==> src/rtl/delay_meter_pkg.sv <==
// Shared definitions for the loop-latency meter and the delay-line
// calibration software: FSM state encoding and default sizing.
package delay_meter_pkg;

    localparam int unsigned WIDTH_DEF         = 16;
    localparam int unsigned DELAY_WIDTH_DEF   = 8;
    localparam int unsigned SETTLE_CYCLES_DEF = 16;
    localparam logic signed [WIDTH_DEF-1:0] STIM_AMPL_DEF = 16'sh4000;

    typedef enum logic [1:0] {
        ST_IDLE   = 2'd0,
        ST_SETTLE = 2'd1,
        ST_STEP   = 2'd2,
        ST_DONE   = 2'd3
    } state_t;

endpackage

==> src/rtl/delay_meter.sv <==
// Loop-latency meter: holds stim_o at 0 to let the loop settle, drives a step,
// then counts edges until the returned data_i reaches the latched threshold.
// The reported delta equals the number of pipeline registers in the loop.
//
// Handshake: start_i is accepted only in IDLE (busy_o low) on a rising edge;
// there is no back-pressure. Every accepted start yields exactly one
// single-cycle valid_o pulse (with timeout_o alongside when no crossing was
// seen); delta_o holds its value until the next result.
module delay_meter
    import delay_meter_pkg::*;
#(
    parameter int unsigned WIDTH         = WIDTH_DEF,
    parameter int unsigned DELAY_WIDTH   = DELAY_WIDTH_DEF,
    parameter logic signed [WIDTH-1:0] STIM_AMPL = STIM_AMPL_DEF,
    parameter int unsigned SETTLE_CYCLES = SETTLE_CYCLES_DEF
) (
    input  logic                    clk_i,
    input  logic                    rst_i,
    input  logic                    start_i,
    input  logic signed [WIDTH-1:0] threshold_i,
    input  logic signed [WIDTH-1:0] data_i,
    output logic signed [WIDTH-1:0] stim_o,
    output logic [DELAY_WIDTH-1:0]  delta_o,
    output logic                    valid_o,
    output logic                    timeout_o,
    output logic                    busy_o,
    output state_t                  state_o
);

    localparam int unsigned SETTLE_W = $clog2(SETTLE_CYCLES + 1);
    localparam logic [SETTLE_W-1:0] SETTLE_LAST = SETTLE_W'(SETTLE_CYCLES);
    // All-ones is reserved for the timeout result, so the counter gives up
    // one step before reaching it and never wraps.
    localparam logic [DELAY_WIDTH-1:0] CNT_LAST = {{(DELAY_WIDTH-1){1'b1}}, 1'b0};

    state_t                  state;
    logic [SETTLE_W-1:0]     settle_cnt;
    logic [DELAY_WIDTH-1:0]  cnt;
    logic signed [WIDTH-1:0] thr;

    assign state_o = state;

    // Measurement FSM with all outputs registered.
    always_ff @(posedge clk_i or posedge rst_i) begin
        if (rst_i) begin
            state      <= ST_IDLE;
            settle_cnt <= '0;
            cnt        <= '0;
            thr        <= '0;
            stim_o     <= '0;
            delta_o    <= '0;
            valid_o    <= 1'b0;
            timeout_o  <= 1'b0;
            busy_o     <= 1'b0;
        end else begin
            valid_o   <= 1'b0;
            timeout_o <= 1'b0;
            case (state)
                ST_IDLE: begin
                    stim_o <= '0;
                    if (start_i) begin
                        thr        <= threshold_i;
                        busy_o     <= 1'b1;
                        settle_cnt <= '0;
                        state      <= ST_SETTLE;
                    end
                end
                ST_SETTLE: begin
                    if (settle_cnt == SETTLE_LAST) begin
                        stim_o <= STIM_AMPL;
                        cnt    <= '0;
                        state  <= ST_STEP;
                    end else begin
                        settle_cnt <= settle_cnt + 1'b1;
                    end
                end
                ST_STEP: begin
                    if (data_i >= thr) begin
                        delta_o <= cnt;
                        valid_o <= 1'b1;
                        busy_o  <= 1'b0;
                        stim_o  <= '0;
                        state   <= ST_DONE;
                    end else if (cnt == CNT_LAST) begin
                        delta_o   <= '1;
                        valid_o   <= 1'b1;
                        timeout_o <= 1'b1;
                        busy_o    <= 1'b0;
                        stim_o    <= '0;
                        state     <= ST_DONE;
                    end else begin
                        cnt <= cnt + 1'b1;
                    end
                end
                ST_DONE: begin
                    stim_o <= '0;
                    state  <= ST_IDLE;
                end
                default: state <= ST_IDLE;
            endcase
        end
    end

endmodule

==> config.mk <==
export PLATFORM = sky130hd
export DESIGN_NAME = delay_meter
export DESIGN_NICKNAME = d
export VERILOG_FILES = /design/src/rtl/delay_meter_pkg.sv /design/src/rtl/delay_meter.sv
export SDC_FILE = /design/constraint.sdc
export NUM_CORES = 1
export LEC_CHECK = 0
export CAP_MARGIN = 20
export CELL_PAD_IN_SITES_DETAIL_PLACEMENT = 0
export CELL_PAD_IN_SITES_GLOBAL_PLACEMENT = 1
export CORE_MARGIN = 8
export CORE_UTILIZATION = 25
export CTS_BUF_LIST = sky130_fd_sc_hd__clkbuf_8
export DETAILED_ROUTE_END_ITERATION = 12
export PLACE_DENSITY = 0.54
export SYNTH_ARGS = -nofsm -noshare
export SYNTH_HDL_FRONTEND = slang
export SYNTH_SLANG_ARGS = --single-unit
==> constraint.sdc <==
create_clock -name clk_i -period 4.7 [get_ports clk_i]
set_input_delay 0.94 -clock clk_i [delete_from_list [all_inputs] [get_ports clk_i]]
set_output_delay 0.94 -clock clk_i [all_outputs]
set_load 0.01 [all_outputs]
Word-level counts from Yosys, hierarchy flattened

Cells that the tools add are included.

Word-level logic and storage cells: 63
Bits of input ports: 35
Bits in registers: 58

Add/sub/neg operators: 2
Magnitude comparators: 1
Eq/ne operators: 11
Reduce and logical (&&, ||, !) cells: 13
Mux-type cells: 27

Operators with widths:

| operator            | count |
|---|---|
| $mux 16             | 3 |
| $pmux 16 s3         | 1 |
| $mux 8              | 5 |
| $ge 16x16->1        | 1 |
| $pmux 8 s2          | 1 |
| $mux 5              | 2 |
| $ne 2x2->1 const B  | 5 |
| $pmux 5 s2          | 1 |
| $reduce_and 3->1    | 3 |
| $add 8x1->8 const B | 1 |
| $eq 8x8->1 const B  | 1 |
| $mux 1              | 8 |
| $mux 2              | 4 |
| $pmux 2 s4          | 1 |
| $reduce_bool 2->1   | 4 |
| $reduce_and 2->1    | 3 |
| $add 5x1->5 const B | 1 |
| $eq 5x5->1 const B  | 1 |
| $eq 2x2->1 const B  | 2 |
| $reduce_and 4->1    | 1 |
| $ne 3x3->1 const B  | 1 |
| $eq 2x1->1 const B  | 1 |
| $logic_not 2->1     | 1 |
| $pmux 1 s2          | 1 |
| $reduce_or 2->1     | 1 |

Longest topological paths before layout

Word-level depth: 4
Depth in mapped cells: 9
Depth with buffers taken out: 8

Least setup slack after synthesis

OpenSTA, ideal clock, no wires.

Path kind: input-to-reg
From: input data_i[5]
To: register state[1] (netlist: state_o[1])
Arrival: 2.684 ns
Library setup time: 0.125 ns
Cell stages on the path: 7
Path slack: 1.891 ns
Data required time: 4.575 ns
Cell sequence: ha_1 -> a211oi_1 -> o211ai_1 -> a211o_1 -> nor4_2 -> nor3_2 -> mux2_4

Longest elaborated chain between the ends: 3
Elaborated cells between the ends (all ways): 5
Those cells by class: order compare: 1; eq/ne: 1; mux: 2; reduce/logical: 1

Ends and longest elaborated chain:

| element                                        | RTL line          | RTL |
|---|---|---|
| start: declaration                             | delay_meter.sv:21 | `input logic signed [WIDTH-1:0] data_i,` |
| $ge 16x16->1 (*)                               | delay_meter.sv:78 | `if (data_i >= thr) begin` |
| $mux 2 or $ne 3x3->1 (tied branches)           | n/a               |  |
| $pmux 2 s4 or $reduce_and 3->1 (tied branches) | n/a               |  |
| end signal: assignment                         | delay_meter.sv:65 | `state <= ST_SETTLE;` |
| end signal: assignment                         | delay_meter.sv:83 | `state <= ST_DONE;` |
| end signal: assignment                         | delay_meter.sv:90 | `state <= ST_DONE;` |
| end: declaration                               | delay_meter.sv:36 | `state_t state;` |

Every way passes the cells marked *; elsewhere a longest branch is shown, timed or not.
A chain may end at the register's enable or synchronous reset.

Final worst setup path

From: input data_i[15]
To: register cnt[7]

Longest elaborated chain between the ends: 3

Ends and longest elaborated chain:

| element                    | RTL line          | RTL |
|---|---|---|
| $ge 16x16->1               | delay_meter.sv:78 |  |
| $ne 2x2->1 (no line)       | n/a               |  |
| $reduce_and 4->1 (no line) | n/a               |  |
| end signal: assignment     | delay_meter.sv:92 | `cnt <= cnt + 1'b1;` |
| end: declaration           | delay_meter.sv:38 | `logic [DELAY_WIDTH-1:0] cnt;` |

Every way passes these cells.

==> metrics.csv <==
stage;metric;value;unit
timing;achievable-frequency;304;MHz
routing;drt_iter0_markers;45;
cells_and_area;layout-area-overhead-vs-synth;24.6;%
synth;async_set_reset_flop_share_out_of_synthesis;100;%
timing;finalMaxSlewViolations;0;
clock_tree;cts_max_path_buffers;2;
worst_setup_path;critPathCaptureType;register;
timing;final_clock_period_utilization_by_the_worst_path;69.9;%
floorplanning;start_util;25.2;%
placed_design;count_of_buffers_from_port_buffering;48;
cells_and_area;commonest_cells_after_routing_fill_and_taps_aside;sky130_fd_sc_hd__clkdlybuf4s50_1 (48), sky130_fd_sc_hd__dfrtp_1 (43), sky130_fd_sc_hd__inv_1 (31);
worst_setup_path;path_delay_family;compound AO/OA/AOI/OAI gates;
cells_and_area;commonest_non_fill_non_tap_cell_in_the_layout;sky130_fd_sc_hd__clkdlybuf4s50_1;
synth;number_of_enable_flip_flop_cells_after_synthesis;0;
timing;fin_worst_hold_slack;0.506;ns
floorplanning;die_w;120;µm
timing;rsz_0062_raised_after_global_routing;false;
synth;synthesis.yosys.warnings;0;
clock_tree;clock_insertion_delay_worst_skew;0.30;ns
worst_setup_path;r2r-end;cnt[7];
worst_setup_path;worstPathMaxFanout;15;
global_routing;grt.total_usage;9.08;%
synth;synthDominantAreaCellType;sky130_fd_sc_hd__dfrtp_1;
global_routing;vias_in_the_first_global_route;2206;
timing;clock_skew;0.00735;ns
cells_and_area;fillCellCount;1135;
timing;worst-slew-pin-transition;0.757;ns
cells_and_area;antenna-diode-count;0;
worst_setup_path;start_kind;input port;
synth;netlist-cell-type-count;55;
clock_tree;post_cts.resized_instances;0;
floorplanning;coreArea;10700;µm²
synth;synth_cells;256;
power_and_ir_drop;power_density;570;nW/µm²
routing;detail_route.wirelength;6.29;mm
clock_tree;tritoncts_buffers;5;
clock_tree;cts_setup_buffers;0;
global_routing;pin_count_of_the_biggest_net_entering_global_routing;44;
routing;vias_after_detailed_routing;2013;
timing;timing_hold_violations_final;0;
global_routing;grt_overflow;0;
min_path;hold-path-cell-count;1;
worst_setup_path;critical_path_class;in -> reg;
worst_setup_path;reg2reg_slack;2.12;ns
synth;mappedNetlistArea;2700;µm²
floorplanning;die_h;120;µm
clock_tree;clk_pin_slew;0.08;ns
worst_setup_path;worst_ep_arrival_time;3.45;ns
min_path;hold_path_startpoint;delta_o[3];
flow_run;cap_violations;0;
global_routing;grt_antenna_before_repair;0;
synth;postSynthAreaPerCell;10.5;µm²
clock_tree;cts_max_level;2;
power_and_ir_drop;cellLeakagePower;1.43;nW
routing;post-route-drc-count;0;
power_and_ir_drop;power.ir.vdd_worst;176;µV
status;outcome;finished, final reports clean;
clock_tree;hold_buffers;0;
clock_tree;clock-root-buffer;sky130_fd_sc_hd__clkbuf_8;
synth;netlist.area_leader.share;39.9;%
timing;finalWorstPathRequiredPeriod;3.29;ns
worst_setup_path;path_buf_inv;1;
routing;final_antenna_violating_net_count;0;
timing;final-setup-viol-count;0;
timing;tns;0;ns
worst_setup_path;crit_required;4.86;ns
synth;postSynthRegisterBits;43;
worst_setup_path;worst-r2r-cell-count;8;
cells_and_area;layout-drive-gt1-share;14.3;%
clock_tree;numClockSinks;43;
worst_setup_path;cp_slowest_stage_delay;0.45;ns
floorplanning;die-area;14400;µm²
synth;synth-main-ff-cell;sky130_fd_sc_hd__dfrtp_1;
min_path;hold_path.class;reg -> reg;
worst_setup_path;worstPathCellList;clkdlybuf4s50_1, ha_1, nand4_4, nor4_4, o21ai_2, a21o_1, a211oi_2, o221ai_1;
synth;cell_types_with_the_largest_area_share_after_synthesis;sky130_fd_sc_hd__dfrtp_1 (40%), sky130_fd_sc_hd__ha_1 (11%), sky130_fd_sc_hd__mux2_2 (7.1%), sky130_fd_sc_hd__inv_1 (4.3%), sky130_fd_sc_hd__buf_4 (4.2%);
routing;drt-pass1-iter-count;4;
cells_and_area;finalNetCount;365;
placed_design;detailedPlacementHpwl;4.87;mm
worst_setup_path;critPathSlowestCell;sky130_fd_sc_hd__nor4_4;
floorplanning;io_pins;64;
worst_setup_path;crit-reg2reg-launch;thr[15];
floorplanning;core.rowCount;38;
timing;timing.max_slew.rel_slack;49.1;%
clock_tree;tritoncts;done;
min_path;min_delay_worst_endpoint;delta_o[3];
synth;yosysSeqAreaShare;39.9;%
placed_design;place_congestion;0.809;
routing;vias_per_cell;4.49;
cells_and_area;postLayoutCoreUtil;31.4;%
global_routing;first_pass_grt_wire_length;10.7;mm
routing;wl_per_cell;14.0;µm
## synth_stat cells, types with 2 or more instances
library cell	n
sky130_fd_sc_hd__dfrtp_1	43
sky130_fd_sc_hd__inv_1	31
sky130_fd_sc_hd__ha_1	23
sky130_fd_sc_hd__mux2_2	17
sky130_fd_sc_hd__nand3_1	17
sky130_fd_sc_hd__buf_4	15
sky130_fd_sc_hd__nand2_1	12
sky130_fd_sc_hd__nor2_1	8
sky130_fd_sc_hd__o31a_1	8
sky130_fd_sc_hd__o211ai_1	7
sky130_fd_sc_hd__a21oi_1	6
sky130_fd_sc_hd__o21ai_0	6
sky130_fd_sc_hd__nand4_1	4
sky130_fd_sc_hd__or3_1	4
sky130_fd_sc_hd__xor2_1	3
sky130_fd_sc_hd__a211o_1	2
sky130_fd_sc_hd__a211oi_1	2
sky130_fd_sc_hd__a211oi_2	2
sky130_fd_sc_hd__a21o_1	2
sky130_fd_sc_hd__a21oi_2	2
sky130_fd_sc_hd__a2bb2oi_1	2
sky130_fd_sc_hd__buf_2	2
sky130_fd_sc_hd__nand2b_1	2
sky130_fd_sc_hd__nor4_1	2
sky130_fd_sc_hd__o221ai_1	2
sky130_fd_sc_hd__o22ai_1	2
sky130_fd_sc_hd__o31ai_1	2
## metrics by stage
step           power [mW]  setup slack, ns  cell area (µm²)  cells
2_1_floorplan        1.39             1.89             2750    270
3_3_place_gp         1.70             1.10             3270    440
3_5_place_dp         1.71             1.09             3270    440
4_1_cts              1.96             1.40             3360    448
5_1_grt              2.09             1.21             3360    448
6_report             1.91             1.41             3360    448
## cells by family (layout without fill, tap and decap cells)
family                   count (synthesis)  after routing  synth area share [%]
other                                    1             15                 0.139
AO/OA/AOI/OAI                           56             56                  17.7
AND/OR/NAND/NOR                         60             60                  13.0
XOR/XNOR                                 3              3                 0.975
flip-flops                              43             43                  39.9
adder cells (fa/ha/maj)                 23             23                  10.7
buffers and inverters                   51             89                  9.56
multiplexers                            19             19                  8.03
## layer usage
metal / routed length, µm / track usage (%)
met1: 2710 / 10.4
met2: 3050 / 15.5
met3: 445 / 3.24
met4: 74 / 2.89
met5: 0 / 0
## how the worst max path moves through the flow
stage,slack [ns],depth (start not counted),to,startpoint
after floorplan,1.89,7,state_o[1],data_i[5]
after global placement,1.10,8,busy_o,data_i[5]
after detailed placement,1.09,8,cnt[7],data_i[15]
after CTS,1.40,8,cnt[7],data_i[15]
after global routing,1.21,8,cnt[3],data_i[15]
final,1.41,8,cnt[7],data_i[15]
## sequential cells by signal (all words and copies together), names as in the netlist
name	flops
busy_o	1
cnt	8
delta_o	8
settle_cnt	5
state_o	2
stim_o	1
thr	16
timeout_o	1
valid_o	1
## power breakdown
group	total, mW	internal, mW	switching, mW
clock	0.237	0.102	0.135
sequential	0.641	0.535	0.106
combinational	1.04	0.492	0.544
total	1.91	1.13	0.785
## area by class of cell
cell class	instances	area [µm²]	share of cell area, %
sequential	43	1080	32.0
clock inverter	3	16.3	0.484
multi-input combinational	176	1410	42.1
inverter	32	120	3.58
clock buffer	5	68.8	2.05
timing repair buffer	49	488	14.5
tap	140	175	5.22
## worst register-to-register path, stage by stage (launching register included)
cell and delay, ns:
sky130_fd_sc_hd__dfrtp_1 0.35, sky130_fd_sc_hd__inv_1 0.04, sky130_fd_sc_hd__ha_1 0.42, sky130_fd_sc_hd__nand4_4 0.16, sky130_fd_sc_hd__nor4_4 0.45, sky130_fd_sc_hd__o21ai_2 0.14, sky130_fd_sc_hd__a21o_1 0.38, sky130_fd_sc_hd__a211oi_2 0.37
sky130_fd_sc_hd__o221ai_1 0.15
Note: power is estimated with default switching activity, not from simulation.
